===== src/rtl/enybul_app_if.sv =====
// rtl/enybul_app_if.sv - enemy bullet handshake/position bundle
interface enybul_app_if;
    logic       step_en;
    logic       enybul_state;
    logic       tank_state;
    logic [4:0] enytank_xpos;
    logic [4:0] enytank_ypos;
    logic [1:0] tank_dir;
    logic [4:0] mytank_xpos;
    logic [4:0] mytank_ypos;
    logic       enybul_state_feedback;
    logic [4:0] enybul_x;
    logic [4:0] enybul_y;
    logic [1:0] enybul_dir;
    logic       mytank_hit;

    modport master (
        output step_en, enybul_state, tank_state, enytank_xpos, enytank_ypos,
               tank_dir, mytank_xpos, mytank_ypos,
        input  enybul_state_feedback, enybul_x, enybul_y, enybul_dir, mytank_hit
    );

    modport slave (
        input  step_en, enybul_state, tank_state, enytank_xpos, enytank_ypos,
               tank_dir, mytank_xpos, mytank_ypos,
        output enybul_state_feedback, enybul_x, enybul_y, enybul_dir, mytank_hit
    );
endinterface


===== src/rtl/enybul_app.sv =====
// rtl/enybul_app.sv - enemy tank bullet: launch, grid flight, edge retire, player hit
module enybul_app #(
    parameter int X_MAX = 16,
    parameter int Y_MAX = 20
) (
    input  logic         clk,
    input  logic         rst_n,
    enybul_app_if.slave  bus
);
    typedef enum logic [1:0] {IDLE, FLY, RETIRE} state_t;

    localparam logic [4:0] XM = 5'(X_MAX);
    localparam logic [4:0] YM = 5'(Y_MAX);

    state_t     state_q, state_d;
    logic [4:0] x_q, x_d, y_q, y_d;
    logic [1:0] dir_q, dir_d;
    logic       hit_q, hit_d;

    always_ff @(posedge clk or negedge rst_n) begin
        if (!rst_n) begin
            state_q <= IDLE;
            x_q     <= '0;
            y_q     <= '0;
            dir_q   <= '0;
            hit_q   <= 1'b0;
        end else begin
            state_q <= state_d;
            x_q     <= x_d;
            y_q     <= y_d;
            dir_q   <= dir_d;
            hit_q   <= hit_d;
        end
    end

    always_comb begin
        state_d = state_q;
        x_d     = x_q;
        y_d     = y_q;
        dir_d   = dir_q;
        hit_d   = 1'b0;
        case (state_q)
            IDLE: begin
                if (bus.enybul_state && bus.tank_state) begin
                    x_d     = bus.enytank_xpos;
                    y_d     = bus.enytank_ypos;
                    dir_d   = bus.tank_dir;
                    state_d = FLY;
                end
            end
            FLY: begin
                // Hit takes priority over a same-cycle step; a move that lands on
                // the player is caught by this compare on the following cycle.
                if (x_q == bus.mytank_xpos && y_q == bus.mytank_ypos) begin
                    hit_d   = 1'b1;
                    state_d = RETIRE;
                end else if (bus.step_en) begin
                    case (dir_q)
                        2'b00: if (y_q == 5'd0) state_d = RETIRE; else y_d = y_q - 5'd1;
                        2'b01: if (y_q >= YM)   state_d = RETIRE; else y_d = y_q + 5'd1;
                        2'b10: if (x_q == 5'd0) state_d = RETIRE; else x_d = x_q - 5'd1;
                        default: if (x_q >= XM) state_d = RETIRE; else x_d = x_q + 5'd1;
                    endcase
                end
            end
            RETIRE:  state_d = IDLE;
            default: state_d = IDLE;
        endcase
    end

    assign bus.enybul_state_feedback = (state_q == FLY);
    assign bus.enybul_x              = x_q;
    assign bus.enybul_y              = y_q;
    assign bus.enybul_dir            = dir_q;
    assign bus.mytank_hit            = hit_q;
endmodule


===== src/flat_wrapper.sv =====
// flat-port wrapper written by rule: the top's interface ports become plain ports
module enybul_app_flat 
#(
    parameter int X_MAX = 16,
    parameter int Y_MAX = 20
)
  (clk, rst_n, bus_step_en, bus_enybul_state, bus_tank_state, bus_enytank_xpos, bus_enytank_ypos, bus_tank_dir, bus_mytank_xpos, bus_mytank_ypos, bus_enybul_state_feedback, bus_enybul_x, bus_enybul_y, bus_enybul_dir, bus_mytank_hit);
  enybul_app_if bus_i ();
  input  logic clk;
  input  logic rst_n;
  input wire logic [$bits(bus_i.step_en)-1:0] bus_step_en;
  input wire logic [$bits(bus_i.enybul_state)-1:0] bus_enybul_state;
  input wire logic [$bits(bus_i.tank_state)-1:0] bus_tank_state;
  input wire logic [$bits(bus_i.enytank_xpos)-1:0] bus_enytank_xpos;
  input wire logic [$bits(bus_i.enytank_ypos)-1:0] bus_enytank_ypos;
  input wire logic [$bits(bus_i.tank_dir)-1:0] bus_tank_dir;
  input wire logic [$bits(bus_i.mytank_xpos)-1:0] bus_mytank_xpos;
  input wire logic [$bits(bus_i.mytank_ypos)-1:0] bus_mytank_ypos;
  output wire logic [$bits(bus_i.enybul_state_feedback)-1:0] bus_enybul_state_feedback;
  output wire logic [$bits(bus_i.enybul_x)-1:0] bus_enybul_x;
  output wire logic [$bits(bus_i.enybul_y)-1:0] bus_enybul_y;
  output wire logic [$bits(bus_i.enybul_dir)-1:0] bus_enybul_dir;
  output wire logic [$bits(bus_i.mytank_hit)-1:0] bus_mytank_hit;
  assign bus_i.step_en = bus_step_en;
  assign bus_i.enybul_state = bus_enybul_state;
  assign bus_i.tank_state = bus_tank_state;
  assign bus_i.enytank_xpos = bus_enytank_xpos;
  assign bus_i.enytank_ypos = bus_enytank_ypos;
  assign bus_i.tank_dir = bus_tank_dir;
  assign bus_i.mytank_xpos = bus_mytank_xpos;
  assign bus_i.mytank_ypos = bus_mytank_ypos;
  assign bus_enybul_state_feedback = bus_i.enybul_state_feedback;
  assign bus_enybul_x = bus_i.enybul_x;
  assign bus_enybul_y = bus_i.enybul_y;
  assign bus_enybul_dir = bus_i.enybul_dir;
  assign bus_mytank_hit = bus_i.mytank_hit;
  enybul_app #(.X_MAX(X_MAX), .Y_MAX(Y_MAX)) u_core (.clk(clk), .rst_n(rst_n), .bus(bus_i));
endmodule

===== config.mk =====
export PLATFORM = sky130hd
export DESIGN_NAME = enybul_app_flat
export DESIGN_NICKNAME = d
export VERILOG_FILES = /design/src/rtl/enybul_app_if.sv /design/src/rtl/enybul_app.sv /design/src/flat_wrapper.sv
export SDC_FILE = /design/constraint.sdc
export NUM_CORES = 1
export LEC_CHECK = 0
export CAP_MARGIN = 20
export CORE_MARGIN = 4
export CORE_UTILIZATION = 49
export DETAILED_ROUTE_END_ITERATION = 8
export PLACE_DENSITY = 0.95
export SETUP_SLACK_MARGIN = 0.1
export SYNTH_ARGS = -nofsm -noshare
export SYNTH_HDL_FRONTEND = slang
export SYNTH_SLANG_ARGS = --single-unit

===== constraint.sdc =====
create_clock -name clk -period 3.9 [get_ports clk]
set_input_delay 0.585 -clock clk [delete_from_list [all_inputs] [get_ports clk]]
set_output_delay 0.585 -clock clk [all_outputs]
set_load 0.02 [all_outputs]

### Yosys cells after proc, flatten, opt, wreduce, memory -nomap -nowiden

Cells that the tools add are included.

* add/subtract/negate cells: 4
* equality and inequality tests: 19
* mux-type cells: 25
* $lt $le $gt $ge: 2
* reduce and logical (&&, ||, !) cells: 12

Operators by type and width (number)
* two-way mux 5 bit: 10
* one-hot mux 5 bit (2 select lines): 4
* two-way mux 2 bit: 7
* AND reduction 7 bit: 2
* inequality test 3 bit (second input constant): 4
* inequality test 4 x 2 -> 1 bit (second input constant): 3
* adder 5 x 1 -> 5 bit (second input constant): 2
* equality test 5 bit: 2
* greater-or-equal comparator 5 bit (second input constant): 2
* logical NOT 5 bit: 2
* subtractor 5 x 1 -> 5 bit (second input constant): 2
* inequality test 2 bit (second input constant): 3
* inequality test 6 x 1 -> 1 bit (second input constant): 1
* one-hot mux 2 bit (3 select lines): 1
* AND reduction 6 bit: 1
* equality test 2 x 1 -> 1 bit (second input constant): 2
* logical NOT 2 bit: 2
* one-hot mux 2 bit (2 select lines): 1
* inequality test 3 x 1 -> 1 bit (second input constant): 1
* inequality test 3 x 2 -> 1 bit (second input constant): 1
* equality test 2 bit (second input constant): 1
* logical AND 1 bit: 2
* two-way mux 1 bit: 2
* inequality test 2 x 1 -> 1 bit (second input constant): 1
* 3 further kinds: 3

* word-level logic and storage cells: 67
* bits of input ports: 27
* register bits: 15

### Logic depth before layout (Yosys ltp)

Gate-level depths: netlist of the first run.

* word-level depth: 6
* depth in mapped cells: 8

### Worst setup path before layout of the first run

OpenSTA, ideal clock, no wires.

* path type: reg2reg
* start: reg u_core.dir_q[0], in the netlist u_core.bus.enybul_dir[0]
* end: reg u_core.x_q[4], in the netlist u_core.bus.enybul_x[4]
* path slack: 1.762 ns
* arrival: 2.013 ns
* library setup time: 0.125 ns
* stages on the path, launching flop included: 9
* path buffers: 0
* cell sequence: dfrtp_1 nand2b_1 inv_1 fa_1 a21o_1 a21oi_1 xor2_1 o21ai_0 mux2_4

* cells in the longest elaborated chain, start to end: 6
* elaborated cells between the ends (all ways): 12

Ends and longest elaborated chain
* from (decl): line enybul_app.sv:17 `logic [1:0] dir_q, dir_d;`
* from (signal assigned): line enybul_app.sv:31 `dir_q <= dir_d;`
* equality test 2 x 1 -> 1 bit / logical NOT 2 bit (equally long branches): line enybul_app.sv:58 `case (dir_q)`
* OR reduction 2 bit (no line)
* one-hot mux 5 bit (2 select lines): line enybul_app.sv:58
* two-way mux 5 bit: line enybul_app.sv:57 `end else if (bus.step_en) begin`
* two-way mux 5 bit: line enybul_app.sv:54 `if (x_q == bus.mytank_xpos && y_q == bus.mytank_ypos) begin`
* one-hot mux 5 bit (2 select lines): line enybul_app.sv:42 `case (state_q)`
* to (signal assigned): line enybul_app.sv:23 `x_q <= '0;`
* to (signal assigned): line enybul_app.sv:29 `x_q <= x_d;`
* to (decl): line enybul_app.sv:16 `logic [4:0] x_q, x_d, y_q, y_d;`

Several ways; a longest one is shown, not always the timed one. The select of a mux whose other input is x is not followed.
A chain may end at the register's enable or synchronous reset.

### Worst setup path after layout of the first run

* start: reg u_core.state_q[1]
* end: out bus_enybul_state_feedback

* cells in the longest elaborated chain, start to end: 1

Ends and longest elaborated chain
* from (decl): line enybul_app.sv:15 `state_t state_q, state_d;`
* from (signal assigned): line enybul_app.sv:28 `state_q <= state_d;`
* equality test 2 x 1 -> 1 bit: line enybul_app.sv:71 `assign bus.enybul_state_feedback = (state_q == FLY);`
* to (decl): line flat_wrapper.sv:19 `output wire logic [$bits(bus_i.enybul_state_feedback)-1:0] bus_enybul_state_feedback;`

Every way passes these cells.

==> results of run 1 <==
-- registers in the layout (all words and copies together) (netlist names) --
register	cells
u_core.state_q	2
u_core.bus.mytank_hit	1
u_core.bus.enybul_dir	2
u_core.bus.enybul_x	5
u_core.bus.enybul_y	5
-- kinds of logic after synthesis --
| kind of cell | count (synthesis) | share of synthesized area [%] |
|---|---|---|
| adders and majority gates | 10 | 11.4 |
| AOI/OAI and AO/OA | 33 | 21.2 |
| xor gates and xnor gates | 16 | 11.4 |
| muxes | 2 | 2.44 |
| buffers and inverters | 8 | 2.44 |
| and+or+nand+nor | 45 | 20.6 |
| DFF | 15 | 30.5 |
-- layout by cell type, fill, tap and decap left out, drive strengths merged --
cell type and n:
ha 8, or3 2, o211ai 1, o221a 2
a31o 1, o211a 1, nor4 2, o21ai 7
a21oi 8, clkbuf 4, mux2 2, or2 1
nor2 6, nand2 16, nand3 3, o41ai 2
nor3 4, nand4 3, nand3b 3, nand2b 4
inv 7, dfrtp 15, a21o 5, a2bb2oi 1
xor2 3, fa 2, clkdlybuf4s50 40, a311oi 1
xnor2 13, or2b 1, a41o 1, o311ai 3
-- worst reg2reg max path, delay by kind of cell, from the launching register on --
| family | cells | cell delay (ns) |
|---|---|---|
| and+or+nand+nor | 2 | 0.45 |
| DFF | 1 | 0.51 |
| buffers and inverters | 1 | 0.10 |
| adders and majority gates | 1 | 0.40 |
| AOI/OAI and AO/OA | 3 | 0.55 |
| xor gates and xnor gates | 1 | 0.11 |
-- worst min path at each step --
stage	cells past startpoint	startpoint	end	slack, ns
detailed placement	1	u_core.bus.enybul_x[2]	u_core.bus.enybul_x[2]	0.60
CTS	1	u_core.bus.enybul_x[2]	u_core.bus.enybul_x[2]	0.62
floorplan	0	rst_n	u_core.bus.enybul_dir[0]	0.29
global placement	1	u_core.bus.enybul_x[2]	u_core.bus.enybul_x[2]	0.59
finish	1	u_core.bus.enybul_x[2]	u_core.bus.enybul_x[2]	0.63
global route	1	u_core.bus.enybul_x[2]	u_core.bus.enybul_x[2]	0.67
-- per-stage QoR --
stage / hold slack, ns / power (mW) / setup WS [ns]
finish: 0.631 / 1.40 / 1.25
global route: 0.667 / 1.54 / 1.16
CTS: 0.624 / 1.41 / 1.29
detailed placement: 0.597 / 1.31 / 1.40
global placement: 0.594 / 1.27 / 1.44
floorplan: 0.289 / 1.01 / 1.76
-- Yosys cell counts (4+ instances only) --
master | number | area, um^2
a21o_1 | 5 | 37.5
a21oi_1 | 7 | 35.0
dfrtp_1 | 15 | 375
ha_1 | 8 | 100
inv_1 | 7 | 26.3
nand2_1 | 16 | 60.1
nand2b_1 | 4 | 25.0
nor2_1 | 6 | 22.5
o21ai_0 | 6 | 30.0
xnor2_1 | 13 | 114
-- power by group --
group / switching (mW) / internal [mW] / total, mW
clock network: 0.0518 / 0.0397 / 0.0915
logic: 0.491 / 0.470 / 0.961
registers: 0.128 / 0.225 / 0.352
total: 0.671 / 0.734 / 1.40
-- per-layer routing --
layer	vias up	wire length, um	part of all wire, %
met4	0	48	1.5
met5	-	0	0
li1	557	-	-
met1	552	1300	40
met2	61	1660	51
met3	6	248	7.6
-- cell type report --
cell class	instances	share of cell area, %
multi-input combinational	106	48.8
timing repair buffer	40	23.7
sequential	15	22.3
tap	28	2.08
clock buffer	4	1.56
inverter	7	1.56
==> results.sh, run 1 <==
export IMPL_synth_edff_count=0
export IMPL_viasPerCell=5.88
export IMPL_setup_repair_after_global_routing_missed_its_margin="no"
export IMPL_die_w_um=58.1
export IMPL_num_rows=17
export IMPL_grt_ovfl_total=0
export IMPL_dpl_instance_area_mm2=0.00166
export IMPL_hold_viol=0
export IMPL_clock_sink_count=15
export IMPL_start_util_pct=53.5
export IMPL_crit_path_end="bus_enybul_state_feedback"
export IMPL_crit_path_start="u_core.state_q[1]"
export IMPL_achievable_frequency_mhz=377
export IMPL_postCtsHoldBufs=0
export IMPL_syn_nets=166
export IMPL_worst_r2r_cell_count=8
export IMPL_vias=1176
export IMPL_fin_crit_sh_pct=67.9
export IMPL_fin_util_pct=73.4
export IMPL_clk_pin_slew_worst_paths_ns=0.09
export IMPL_design_final_nets=210
export IMPL_clock_insertion_delay_worst_skew_ns=0.29
export IMPL_pin_count=41
export IMPL_cts_root_buffer="clkbuf_4"
export IMPL_met2_usage_pct=37.6
export IMPL_cts_tree="done"
export IMPL_initial_antenna_violation_count=0
export IMPL_placed_wire_length_estimate_after_detailed_placement_mm=2.61
export IMPL_floorplan_die_height_um=58.1
export IMPL_syn_area_per_cell_um2=9.52
export IMPL_critical_path_required_ns=3.31
export IMPL_dominantRegCellSynth="dfrtp_1"
export IMPL_groute_layer_met3_usage_pct=2.90
export IMPL_cp_max_fo=15
export IMPL_ctsResizeCount=0
export IMPL_grt_busiest_layer="met2"
export IMPL_io_buffer_count=40
export IMPL_synthDistinctLibCells=35
export IMPL_worstSetupPathDepth=3
export IMPL_static_leakage_power_nw=0.726
export IMPL_mappedNetlistArea_mm2=0.00123
export IMPL_synthArstFlopShare_pct=100
export IMPL_synthesis_instances=129
export IMPL_run_status="finished, final reports clean"
export IMPL_yosys_warnings=0
export IMPL_min_delay_path_class="flop to flop"
export IMPL_dpl_cell_count=196
export IMPL_multiInputGateArea_um2=823
export IMPL_report_final_slew_viol_count=0
export IMPL_first_pass_grt_wire_length_mm=5.46
export IMPL_worst_path_dominant_cell_family="buffers and inverters"
export IMPL_crit_reg2reg_capture="u_core.bus.enybul_y[4]"
export IMPL_drt_antenna_violating_nets=0
export IMPL_floorplan_core_area_mm2=0.00230
export IMPL_postLayoutCellArea_mm2=0.00169
export IMPL_globalRouteTotalUtil_pct=20.9
export IMPL_critical_path_buf_inv_count=2
export IMPL_classification_of_the_worst_setup_path="flop to output pin"
export IMPL_end_kind="output pin"
export IMPL_gpl_congestion=0.855
export IMPL_drt_total_wl_mm=3.26
export IMPL_cts_setup_buffers=0
export IMPL_maximum_number_of_pins_on_one_net_before_global_route_repair=16
export IMPL_cpPeakStageDelay_ns=0.65
export IMPL_die_area_mm2=0.00337
export IMPL_worst_slew_margin_rel_pct=52.3
export IMPL_ctsLongestPathBuffers=2
export IMPL_worst_endpoint_data_arrival_time_ns=2.06
export IMPL_wl_per_cell_um=16.3
export IMPL_fin_cells=200
export IMPL_drt_pre_antenna_iters=5
export IMPL_finalClockSkew_ns=0.00441
export IMPL_first_global_vias=1200
export IMPL_max_cap_violations=0
export IMPL_layout_area_overhead_vs_synth_pct=37.3
export IMPL_drive_above_1_share_pct=8.14
export IMPL_period_minus_slack_ns=2.65
export IMPL_finalSetupViolations=0
export IMPL_critical_path_cell_chain="nand2b_1, inv_1, clkdlybuf4s50_1"
export IMPL_ys_seq_area_share_pct=30.5
export IMPL_numCtsBuffers=3
export IMPL_area_sequential_um2=375
export IMPL_clock_tree_htree_level_count=1
export IMPL_synth_ff_latch_count=15
export IMPL_p_per_area_mw_per_mm2=833
export IMPL_worst_path_max_delay_cell="clkdlybuf4s50_1"
export IMPL_detail_route_drc_violations=0
export IMPL_worst_r2r_startpoint="u_core.bus.enybul_dir[1]"
export IMPL_timing_setup_tns_ns=0
export IMPL_drtIter0Drc=31
export IMPL_timing_critical_path_from_type="flop"
export IMPL_nFillCells=161
export IMPL_power_ir_vdd_worst_v=0.000501
export IMPL_antenna_cells_inserted=0
export IMPL_tightest_slew_ns=0.713
export IMPL_global_route_usage_met1_pct=25.7
export IMPL_timing_reg2reg_setup_slack_ns=1.65
No activity file was read; power rests on OpenSTA's default activity.
==> run 2: changes to the inputs <==
CORE_UTILIZATION = 41   (was 49)
PLACE_DENSITY = 0.86   (was 0.95)
clock period = 2.26 ns   (was 3.9 ns; I/O delays follow)
==> results.sh, run 2 (synthesis gave the netlist of run 1 again) <==
export IMPL_fin_crit_sh_pct=91.3
export IMPL_report_final_slew_viol_count=0
export IMPL_pin_count=41
export IMPL_postCtsHoldBufs=0
export IMPL_fin_cells=211
export IMPL_io_buffer_count=40
export IMPL_floorplan_die_height_um=62.7
export IMPL_vias=1192
export IMPL_initial_antenna_violation_count=0
export IMPL_cts_root_buffer="clkbuf_4"
export IMPL_crit_reg2reg_capture="u_core.bus.enybul_x[4]"
export IMPL_static_leakage_power_nw=0.764
export IMPL_setup_repair_after_global_routing_missed_its_margin="yes"
export IMPL_design_final_nets=218
export IMPL_worst_endpoint_data_arrival_time_ns=1.72
export IMPL_worst_r2r_cell_count=8
export IMPL_cpPeakStageDelay_ns=0.65
export IMPL_clock_tree_htree_level_count=1
export IMPL_max_cap_violations=0
export IMPL_drt_pre_antenna_iters=4
export IMPL_worst_path_max_delay_cell="clkdlybuf4s50_1"
export IMPL_worst_slew_margin_rel_pct=49.2
export IMPL_cp_max_fo=6
export IMPL_start_util_pct=43.8
export IMPL_period_minus_slack_ns=2.06
export IMPL_first_global_vias=1296
export IMPL_clock_sink_count=15
export IMPL_clock_insertion_delay_worst_skew_ns=0.29
export IMPL_detail_route_drc_violations=0
export IMPL_combinationalPowerShare_pct=70.3
export IMPL_die_area_mm2=0.00394
export IMPL_drt_total_wl_mm=3.48
export IMPL_hold_viol=0
export IMPL_achievable_frequency_mhz=485
export IMPL_nFillCells=236
export IMPL_min_delay_path_class="primary input to asynchronous set/reset pin"
export IMPL_share_seq_of_total_power_pct=23.2
export IMPL_p_sw_share_pct=47.2
export IMPL_final_cell_mix="clkdlybuf4s50_1, nand2_1, xnor2_1, dfrtp_1"
export IMPL_layout_area_overhead_vs_synth_pct=44.0
export IMPL_antenna_cells_inserted=0
export IMPL_internal_power_mw=1.36
export IMPL_run_status="finished, final reports clean"
export IMPL_finalClockSkew_ns=0.000938
export IMPL_numCtsBuffers=3
export IMPL_drtIter0Drc=53
export IMPL_placed_wire_length_estimate_after_detailed_placement_mm=2.71
export IMPL_grt_ovfl_total=0
export IMPL_maximum_number_of_pins_on_one_net_before_global_route_repair=16
export IMPL_first_pass_grt_wire_length_mm=5.95
export IMPL_multiInputGateArea_um2=840
export IMPL_ctsLongestPathBuffers=2
export IMPL_drive_above_1_share_pct=16.1
export IMPL_timing_critical_path_from_type="flop"
export IMPL_final_critical_path_setup_slack_ns=0.196
export IMPL_finalSetupViolations=0
export IMPL_num_rows=19
export IMPL_p_per_area_mw_per_mm2=1460
export IMPL_placement_setup_worst_slack_ns=-0.00121
export IMPL_critical_path_required_ns=1.92
export IMPL_crit_path_start="u_core.state_q[1]"
export IMPL_timing_reg2reg_setup_slack_ns=0.20
export IMPL_floorplan_core_area_mm2=0.00281
export IMPL_die_w_um=62.7
export IMPL_clock_power_share_pct=6.5
export IMPL_end_kind="output pin"
export IMPL_p_sw_mw=1.22
export IMPL_tightest_slew_ns=0.760
export IMPL_viasPerCell=5.65
export IMPL_drt_antenna_violating_nets=0
export IMPL_power_ir_vdd_worst_v=0.000680
export IMPL_timing_setup_tns_ns=0
export IMPL_classification_of_the_worst_setup_path="flop to output pin"
export IMPL_clk_pin_slew_worst_paths_ns=0.10
export IMPL_hold_ws_ns=0.480
export IMPL_most_common_cell_after_layout_fill_and_taps_aside="clkdlybuf4s50_1"
export IMPL_dpl_cell_count=204
export IMPL_critical_path_cell_chain="nand2b_1, inv_1, clkdlybuf4s50_1"
export IMPL_globalRouteTotalUtil_pct=18.7
export IMPL_worst_r2r_startpoint="u_core.bus.enybul_dir[1]"
export IMPL_area_sequential_um2=378
export IMPL_gpl_congestion=0.874
export IMPL_cts_tree="done"
export IMPL_wl_per_cell_um=16.5
run 2: cell types whose count changed in the layout (fill, tap and decap cells not counted), moves of 2 or more:
cell     before  now
buf_4         0    8
dfrtp_1      15   13
dfrtp_2       0    2
fa_1          2    0
fa_2          0    2
run 2: final cells by class:
class	instances	share of cell area, %
Multi-Input combinational cell	106	47.5
Timing Repair Buffer	48	26.0
Sequential cell	15	21.4
Tap cell	31	2.19
Clock buffer	4	1.49
Inverter	7	1.49
run 2: worst max-delay path: cells and delay by family, from the launching register on:
kind	cells	cell delay (ns)
buf+inv	2	0.83
flops	1	0.42
simple gates	1	0.18
run 2: per-stage QoR:
step | instance area, um^2 | utilization, % | power, mW
after floorplan | 1230 | - | 1.74
after global placement | 1700 | 60.7 | 2.24
after detailed placement | 1700 | 60.7 | 2.31
after CTS | 1750 | 62.3 | 2.53
after global routing | 1770 | 63.1 | 2.80
final | 1770 | 63.1 | 2.58
run 2: power by group through the flow:
stage	combinational, mW	clock [mW]	sequential (mW)
floorplan	1.05	0	0.691
global placement	1.65	0	0.593
detailed placement	1.71	0	0.603
CTS	1.77	0.172	0.596
global route	2.00	0.183	0.624
finish	1.82	0.168	0.598
run 2: worst max-delay path by stage:
stage	end	slack, ns	cells after the start
5_1_grt	u_core.bus.enybul_x[4]	0.08	8
3_5_place_dp	u_core.bus.enybul_y[4]	-0.001	8
2_1_floorplan	u_core.bus.enybul_x[4]	0.12	8
6_report	bus_enybul_state_feedback	0.20	3
4_1_cts	u_core.bus.enybul_x[4]	0.11	8
3_3_place_gp	u_core.bus.enybul_x[4]	0.19	8
run 2: layer usage:
metal | GRT usage, % | share of wire [%]
met1 | 21.3 | 41
met2 | 32.6 | 50
met3 | 4.86 | 6.1
met4 | 8.54 | 2.8
met5 | 0 | 0
run 2: repair_timing:
| action | CTS | global route |
|---|---|---|
| resized for setup | 3 | 5 |
| endpoints found under the setup margin | 2 | 3 |
| buffers inserted | 2 | 1 |
| pin swaps | 0 | 2 |
| gates cloned | 0 | 0 |
